File: src/rtl/hazard_fwd_unit_if.sv
// rtl/hazard_fwd_unit_if.sv - decode-stage / hazard unit signal bundle
interface hazard_fwd_unit_if #(parameter int REGW = 5);
  logic [REGW-1:0] id_rs1;
  logic [REGW-1:0] id_rs2;
  logic            id_rs1_fp;
  logic            id_rs2_fp;
  logic            id_use1;
  logic            id_use2;
  logic            id_branch;
  logic [REGW-1:0] id_destreg;
  logic            id_dest_fp;
  logic            id_regwrite;
  logic            id_load;
  logic            ctl_taken;
  logic            flush;
  logic            stall;
  logic            squash;
  logic [1:0]      aluselectA;
  logic [1:0]      aluselectB;

  modport master (
    output id_rs1, id_rs2, id_rs1_fp, id_rs2_fp, id_use1, id_use2, id_branch,
           id_destreg, id_dest_fp, id_regwrite, id_load, ctl_taken, flush,
    input  stall, squash, aluselectA, aluselectB
  );

  modport slave (
    input  id_rs1, id_rs2, id_rs1_fp, id_rs2_fp, id_use1, id_use2, id_branch,
           id_destreg, id_dest_fp, id_regwrite, id_load, ctl_taken, flush,
    output stall, squash, aluselectA, aluselectB
  );
endinterface

File: src/rtl/hazard_fwd_unit.sv
// rtl/hazard_fwd_unit.sv - decode-stage stall, squash and forwarding-select control
module hazard_fwd_unit #(
  parameter bit DELAY_SLOT = 1'b1,
  parameter int REGW       = 5
) (
  input logic               clk,
  input logic               reset,
  hazard_fwd_unit_if.slave  hif
);

  typedef struct packed {
    logic            valid;
    logic [REGW-1:0] dest;
    logic            fp;
    logic            load;
  } slot_t;

  slot_t ex_q;
  slot_t mem_q;

  logic ex_v, mem_v, ex_zero, mem_zero;
  logic m_ex1, m_ex2, m_mem1, m_mem2;
  logic load_stall, br_stall, stall_c;

  // Slots are masked during reset so the reset cycle already looks empty.
  assign ex_v     = ex_q.valid & ~reset;
  assign mem_v    = mem_q.valid & ~reset;
  assign ex_zero  = (ex_q.dest == '0) & ~ex_q.fp;
  assign mem_zero = (mem_q.dest == '0) & ~mem_q.fp;

  assign m_ex1  = hif.id_use1 & ex_v & (ex_q.dest == hif.id_rs1) &
                  (ex_q.fp == hif.id_rs1_fp) & ~ex_zero;
  assign m_ex2  = hif.id_use2 & ex_v & (ex_q.dest == hif.id_rs2) &
                  (ex_q.fp == hif.id_rs2_fp) & ~ex_zero;
  assign m_mem1 = hif.id_use1 & mem_v & (mem_q.dest == hif.id_rs1) &
                  (mem_q.fp == hif.id_rs1_fp) & ~mem_zero;
  assign m_mem2 = hif.id_use2 & mem_v & (mem_q.dest == hif.id_rs2) &
                  (mem_q.fp == hif.id_rs2_fp) & ~mem_zero;

  // The branch compare in ID cannot wait for an EX-stage ALU result.
  assign load_stall = (m_ex1 | m_ex2) & ex_q.load;
  assign br_stall   = hif.id_branch & m_ex1 & ~ex_q.load;
  assign stall_c    = load_stall | br_stall;

  assign hif.stall  = stall_c;
  assign hif.squash = ~reset &
                      (hif.flush | (~DELAY_SLOT & hif.ctl_taken & ~stall_c));

  always_comb begin
    hif.aluselectA = 2'd0;
    hif.aluselectB = 2'd0;
    if (m_ex1)       hif.aluselectA = ex_q.load ? 2'd0 : 2'd1;
    else if (m_mem1) hif.aluselectA = 2'd2;
    if (m_ex2)       hif.aluselectB = ex_q.load ? 2'd0 : 2'd1;
    else if (m_mem2) hif.aluselectB = 2'd2;
  end

  always_ff @(posedge clk) begin
    if (reset) begin
      ex_q  <= '0;
      mem_q <= '0;
    end else begin
      mem_q <= ex_q;
      if (stall_c || hif.flush) begin
        ex_q <= '0;
      end else begin
        ex_q.valid <= hif.id_regwrite;
        ex_q.dest  <= hif.id_destreg;
        ex_q.fp    <= hif.id_dest_fp;
        ex_q.load  <= hif.id_load;
      end
    end
  end

endmodule

File: src/flat_wrapper.sv
// flat-port wrapper written by rule: the top's interface ports become plain ports
module hazard_fwd_unit_flat 
#(
  parameter bit DELAY_SLOT = 1'b1,
  parameter int REGW       = 5
)
  (clk, reset, hif_id_rs1, hif_id_rs2, hif_id_rs1_fp, hif_id_rs2_fp, hif_id_use1, hif_id_use2, hif_id_branch, hif_id_destreg, hif_id_dest_fp, hif_id_regwrite, hif_id_load, hif_ctl_taken, hif_flush, hif_stall, hif_squash, hif_aluselectA, hif_aluselectB);
  hazard_fwd_unit_if #(.REGW(REGW)) hif_i ();
  input logic clk;
  input logic reset;
  input wire logic [$bits(hif_i.id_rs1)-1:0] hif_id_rs1;
  input wire logic [$bits(hif_i.id_rs2)-1:0] hif_id_rs2;
  input wire logic [$bits(hif_i.id_rs1_fp)-1:0] hif_id_rs1_fp;
  input wire logic [$bits(hif_i.id_rs2_fp)-1:0] hif_id_rs2_fp;
  input wire logic [$bits(hif_i.id_use1)-1:0] hif_id_use1;
  input wire logic [$bits(hif_i.id_use2)-1:0] hif_id_use2;
  input wire logic [$bits(hif_i.id_branch)-1:0] hif_id_branch;
  input wire logic [$bits(hif_i.id_destreg)-1:0] hif_id_destreg;
  input wire logic [$bits(hif_i.id_dest_fp)-1:0] hif_id_dest_fp;
  input wire logic [$bits(hif_i.id_regwrite)-1:0] hif_id_regwrite;
  input wire logic [$bits(hif_i.id_load)-1:0] hif_id_load;
  input wire logic [$bits(hif_i.ctl_taken)-1:0] hif_ctl_taken;
  input wire logic [$bits(hif_i.flush)-1:0] hif_flush;
  output wire logic [$bits(hif_i.stall)-1:0] hif_stall;
  output wire logic [$bits(hif_i.squash)-1:0] hif_squash;
  output wire logic [$bits(hif_i.aluselectA)-1:0] hif_aluselectA;
  output wire logic [$bits(hif_i.aluselectB)-1:0] hif_aluselectB;
  assign hif_i.id_rs1 = hif_id_rs1;
  assign hif_i.id_rs2 = hif_id_rs2;
  assign hif_i.id_rs1_fp = hif_id_rs1_fp;
  assign hif_i.id_rs2_fp = hif_id_rs2_fp;
  assign hif_i.id_use1 = hif_id_use1;
  assign hif_i.id_use2 = hif_id_use2;
  assign hif_i.id_branch = hif_id_branch;
  assign hif_i.id_destreg = hif_id_destreg;
  assign hif_i.id_dest_fp = hif_id_dest_fp;
  assign hif_i.id_regwrite = hif_id_regwrite;
  assign hif_i.id_load = hif_id_load;
  assign hif_i.ctl_taken = hif_ctl_taken;
  assign hif_i.flush = hif_flush;
  assign hif_stall = hif_i.stall;
  assign hif_squash = hif_i.squash;
  assign hif_aluselectA = hif_i.aluselectA;
  assign hif_aluselectB = hif_i.aluselectB;
  hazard_fwd_unit #(.DELAY_SLOT(DELAY_SLOT), .REGW(REGW)) u_core (.clk(clk), .reset(reset), .hif(hif_i));
endmodule
File: config.mk
export PLATFORM = sky130hd
export DESIGN_NAME = hazard_fwd_unit_flat
export DESIGN_NICKNAME = d
export VERILOG_FILES = /design/src/rtl/hazard_fwd_unit_if.sv /design/src/rtl/hazard_fwd_unit.sv /design/src/flat_wrapper.sv
export SDC_FILE = /design/constraint.sdc
export NUM_CORES = 1
export LEC_CHECK = 0
export ABC_CLOCK_PERIOD_IN_PS = 3220
export BUFFER_PORTS_ARGS = -buffer_cell sky130_fd_sc_hd__buf_2
export CAP_MARGIN = 20
export CORE_MARGIN = 4
export CORE_UTILIZATION = 50
export DETAILED_ROUTE_END_ITERATION = 6
export MAX_ROUTING_LAYER = met4
export PLACE_DENSITY = 0.93
export SLEW_MARGIN = 20
export SYNTH_ARGS = -nofsm -noshare
export SYNTH_HDL_FRONTEND = slang
export SYNTH_SLANG_ARGS = --single-unit
File: constraint.sdc
create_clock -name clk -period 3.22 [get_ports clk]
set_input_delay 0.483 -clock clk [delete_from_list [all_inputs] [get_ports clk]]
set_output_delay 0.483 -clock clk [all_outputs]
set_load 0.02 [all_outputs]
**Word-level counts from Yosys, hierarchy flattened**

Index checks and enable logic that the tools add are counted.

- Output and inout bits: 6
- Bits in registers: 15

- Muxes and demuxes: 5
- Reduce and logical (&&, ||, !) cells: 4
- Bitwise gates (word level): 32
- Eq/ne operators: 8

Operators with widths:

| cell | number |
|---|---|
| bitwise AND 1 bit | 24 |
| == test 5 bit | 4 |
| zero test 5 bit | 2 |
| two-way mux 2 bit | 4 |
| NOT 1 bit | 6 |
| == test 1 bit | 4 |
| OR 1 bit | 2 |
| OR reduction 2 bit | 1 |
| logical OR 1 bit | 1 |
| two-way mux 1 bit | 1 |

**Depth between registers and ports, before layout**

- Word-level depth: 11
- Mapped depth: 4
- Gate-level depth less buffers: 4

**Worst setup path after synthesis**

No wires, ideal clock.

- Kind: register to output
- Start point: register u_core.ex_q[2] (netlist name)
- End point: output hif_aluselectA[1]
- Data required time: 2.737 ns
- Cell stages (with the launch flop): 5
- Arrival time: 2.005 ns
- Slack: 0.732 ns
- Cells stage by stage: dfxtp_1 or4_4 o31ai_4 nor3_1 nor4_1

- Longest elaborated chain between the ends: 5
- Elaborated cells on any way between the ends: 8
- Classes of those cells: eq/ne (1); mux (1); bitwise (5); reduce/logical (1)

RTL lines:

| element | line | RTL |
|---|---|---|
| start: declaration | hazard_fwd_unit.sv:18 | `slot_t ex_q;` |
| == test 5 bit or zero test 5 bit (tied branches) | hazard_fwd_unit.sv:31, hazard_fwd_unit.sv:28 |  |
| bitwise AND 1 bit (on tied branches) | hazard_fwd_unit.sv:31, hazard_fwd_unit.sv:28 |  |
| bitwise AND 1 bit or NOT 1 bit (tied branches) | hazard_fwd_unit.sv:31, hazard_fwd_unit.sv:32 |  |
| bitwise AND 1 bit * | hazard_fwd_unit.sv:32 | `(ex_q.fp == hif.id_rs1_fp) & ~ex_zero;` |
| two-way mux 2 bit * | hazard_fwd_unit.sv:52 | `if (m_ex1) hif.aluselectA = ex_q.load ? 2'd0 : 2'd1;` |
| end: declaration | flat_wrapper.sv:26 | `output wire logic [$bits(hif_i.aluselectA)-1:0] hif_aluselectA;` |

Every way passes the cells marked *; elsewhere a longest branch is shown, timed or not.

**Final worst setup path**

Same ends and word-level chain as after synthesis.

==> summary.md <==
0 antenna diodes ended up in the layout. The pre-CTS worst setup slack came out at 851.9 ps. The worst hold path terminates at u_core.ex_q[3].

The final route contains 787 vias. In the final routed layout, each cell accounts on average for 13.52 um. The flow ran to the end, and the final reports show no timing, DRC or antenna violations.

The count of hold-fix buffers inserted at cts is 0, and the top-area cell type share of the netlist area is 0.3550. In this run the critical register-to-register path is launched from u_core.ex_q[6]. The number of gates resized after CTS was 0.

The proportion of power drawn by the clock network is 0.267, and the core footprint is 0.001559 mm2. The type of origin of the critical path was a register. TritonCTS built the clock tree. The via count of the first global-routing pass is 758, and the setup slack of the most critical reg-to-reg path is 1330 ps.

Between clock sinks in the finished design, the worst skew comes to 1.910 ps. The total power of the final layout is 0.0003658 W. The congestion estimate from routability-driven global placement came to 0.9223. Once the clock tree was built, the setup fixing pass inserted 0 buffers. The startpoint-to-endpoint class of the critical path was register to output pin. The shortest period the worst path allows is 2666 ps, and the combined area of all synthesized cells is 845.8 um2.

At the later pin of the worst-skew pair, clock insertion delay measures 270 ps. The logs give 3.056 mm for the global-route wire length before repair and 1 for the maximum level of the CTS H-tree. The final-report hold violation count was 0; the number of endpoints failing setup at the final stage was 0. For the normalized max-slew margin, the log shows 0.5024. The maximum buffer depth of the clock tree came out at 2. The cell sitting at the root of the clock tree is a sky130_fd_sc_hd__clkbuf_4. For the effective utilization at floorplan, the log shows 0.5425. The tools report the number of cells after detailed placement as 139.

The cell type contributing the most total cell area after synthesis was sky130_fd_sc_hd__dfxtp_1. The arrival time of data at the critical path endpoint was 2180 ps. The length in cells of the worst reg-to-reg path was 4; the post-synthesis net count was 119. The first-pass detailed-route iteration total was 4; the post-layout instance count excluding filler cells was 143. The logs give 0.002414 mm2 for the area enclosed by the die boundary and 15 for the number of sinks handled by clock tree synthesis. Synthesis instantiated 21 different standard cells from the library. Each instance of the synthesized netlist takes up on average 9.194 um2. The count of input and output buffers came out at 31.

For this run, design rule violations remaining after detail routing come to 0. Summed over all failing endpoints, the final setup total negative slack is 0 ps. The final layout contains routed wiring with a total length of 1.934 mm. The tools report the max capacitance violation total as 0. The share of total power consumed by net switching is 0.2450, and the fraction of power consumed by sequential logic is 0.545.

For this design the total switching power over the nets is 0.00008962 W. Entering global routing, the biggest net connects 11 pins. Area overhead of the layout relative to synthesis: 24.26%. The most common library cell in the layout ignoring fill and taps was sky130_fd_sc_hd__buf_2.

Row generation in the floorplan step produced 14 rows. Along the worst path, the maximum fanout reaches 8. Setup repair after global routing left no endpoint under its margin. The count of nets left with antenna violations once routing finished came out at 0. The internal power component is 0.0002761 W.

By area the synthesized netlist is led by sky130_fd_sc_hd__dfxtp_1 (36%), sky130_fd_sc_hd__xnor2_1 (22%), sky130_fd_sc_hd__nor4_1 (9.6%). The max-slew violation count was 0. The worst hold path passes through 3 cells. 33 I/O pins were placed. The clock slew seen by the registers of the worst setup and hold paths came out at 80 ps.

After the first detailed-routing iteration, the DRC count stood at 10. In this run the worst hold path is classified as primary input to register. Static timing analysis puts the maximum clock frequency at 375.1 MHz. The proportion of layout cells with a drive suffix above 1 is 0.3150. The tools report the number of buffers inserted during clock tree synthesis as 3.

Remaining global-route overflow: 0. The static leakage is 0.4411 nW, and the final net count is 155. The worst flop-to-flop path endpoint was u_core.ex_q[0]. The floorplan die width was 49.13 um. The synthesized instance count is 92, and the detailed-placement wirelength estimate is 1.670 mm. The final period utilization is 0.8279, and the global-route total usage across every layer is 0.1699.

The minimum hold slack came out at 427.9 ps. The tools report the number of antenna violations at the first check in global routing as 0. The worst path meets setup with 554.2 ps of slack.

The floorplan step set the die height to 49.13 um. The yosys synthesis warning count is 0. For the required time of the critical path, the log shows 2740 ps.

Leaving out fill and tap cells, the most frequent cells in the layout are sky130_fd_sc_hd__buf_2 (31), sky130_fd_sc_hd__xnor2_1 (21), sky130_fd_sc_hd__dfxtp_1 (15). Kind of capture point of the worst setup path: an output pin. The power share of the combinational group is 0.188, and the transition time at the pin with the least slew margin is 740.2 ps. Counting flops and latches in the post-synthesis netlist gives 15. Across the VDD grid, the largest voltage drop is 0.2037 mV.

The total power divided by cell area came out at 348.0 mW/mm2. The worst hold path begins at hif_id_destreg[1]. After detailed routing, the number of vias per cell comes to 5.503.

The tools report the sequential fraction of the synthesis area as 0.3550.
[synthesized netlist by cell type, drive strengths merged]
| library cell | number |
|---|---|
| xnor2 | 21 |
| inv | 10 |
| and2b | 5 |
| nor3 | 2 |
| or4 | 3 |
| nand3 | 3 |
| xor2 | 3 |
| nor2b | 3 |
| dfxtp | 15 |
| nor4 | 14 |
| o311ai | 1 |
| o31ai | 2 |
| nand4 | 5 |
| nor2 | 1 |
| or2 | 1 |
| buf | 1 |
| or3 | 2 |
[worst max-delay path by stage]
stage / start / to / slack (ps) / cells past startpoint
2_1_floorplan: u_core.ex_q[2] / hif_aluselectA[1] / 730 / 4
3_3_place_gp: hif_id_rs1[1] / hif_stall / 900 / 6
4_1_cts: u_core.ex_q[2] / hif_aluselectA[1] / 560 / 5
3_5_place_dp: hif_id_rs1[4] / hif_stall / 850 / 6
6_report: u_core.ex_q[2] / hif_aluselectA[1] / 550 / 5
5_1_grt: u_core.ex_q[2] / hif_aluselectB[1] / 440 / 5
[flip-flops by register name (all words and copies together), names as in the netlist]
| signal | count |
|---|---|
| u_core.ex_q | 8 |
| u_core.mem_q | 7 |
[through the flow]
| step | area [um2] | utilization |
|---|---|---|
| after floorplan | 845.8 | - |
| after global placement | 1025 | 0.6573 |
| after detailed placement | 1025 | 0.6573 |
| after CTS | 1051 | 0.6742 |
| after global routing | 1051 | 0.6742 |
| final | 1051 | 0.6742 |
[per-layer routing]
layer / global-route usage / routed length, um
met5: - / 0
met2: 0.2835 / 928
met3: 0.04587 / 171
met4: 0.1090 / 46
met1: 0.1747 / 787
[logic make-up after synthesis]
logic type / Yosys count / synth area share
simple gates: 39 / 0.3032
xor+xnor: 24 / 0.2485
flops: 15 / 0.3550
buf+inv: 11 / 0.04882
compound gates: 3 / 0.04438
[power by group through the flow]
stage	registers [W]	logic, W	clock network (W)
after floorplan	0.000202	0.0000407	0
after global placement	0.000204	0.0000648	0
after detailed placement	0.000204	0.0000685	0
after CTS	0.000199	0.0000689	0.000104
after global routing	0.000200	0.0000749	0.000110
final	0.000199	0.0000687	0.0000976
[layout make-up]
cell class / count / area, um2
Fill cell: 137 / 508.0
Sequential cell: 15 / 300.3
Clock buffer: 4 / 26.28
Inverter: 10 / 37.54
Timing Repair Buffer: 32 / 162.7
Tap cell: 16 / 20.02
Multi-Input combinational cell: 66 / 504.2
[critical path, cell delays in order, from the launching register on]
cell                      delay, ps
sky130_fd_sc_hd__dfxtp_1        360
sky130_fd_sc_hd__or4_4          560
sky130_fd_sc_hd__o31ai_4        350
sky130_fd_sc_hd__nor3_1         120
sky130_fd_sc_hd__nor4_1         300
sky130_fd_sc_hd__buf_2          220
Power figures use the tool's default switching activity.
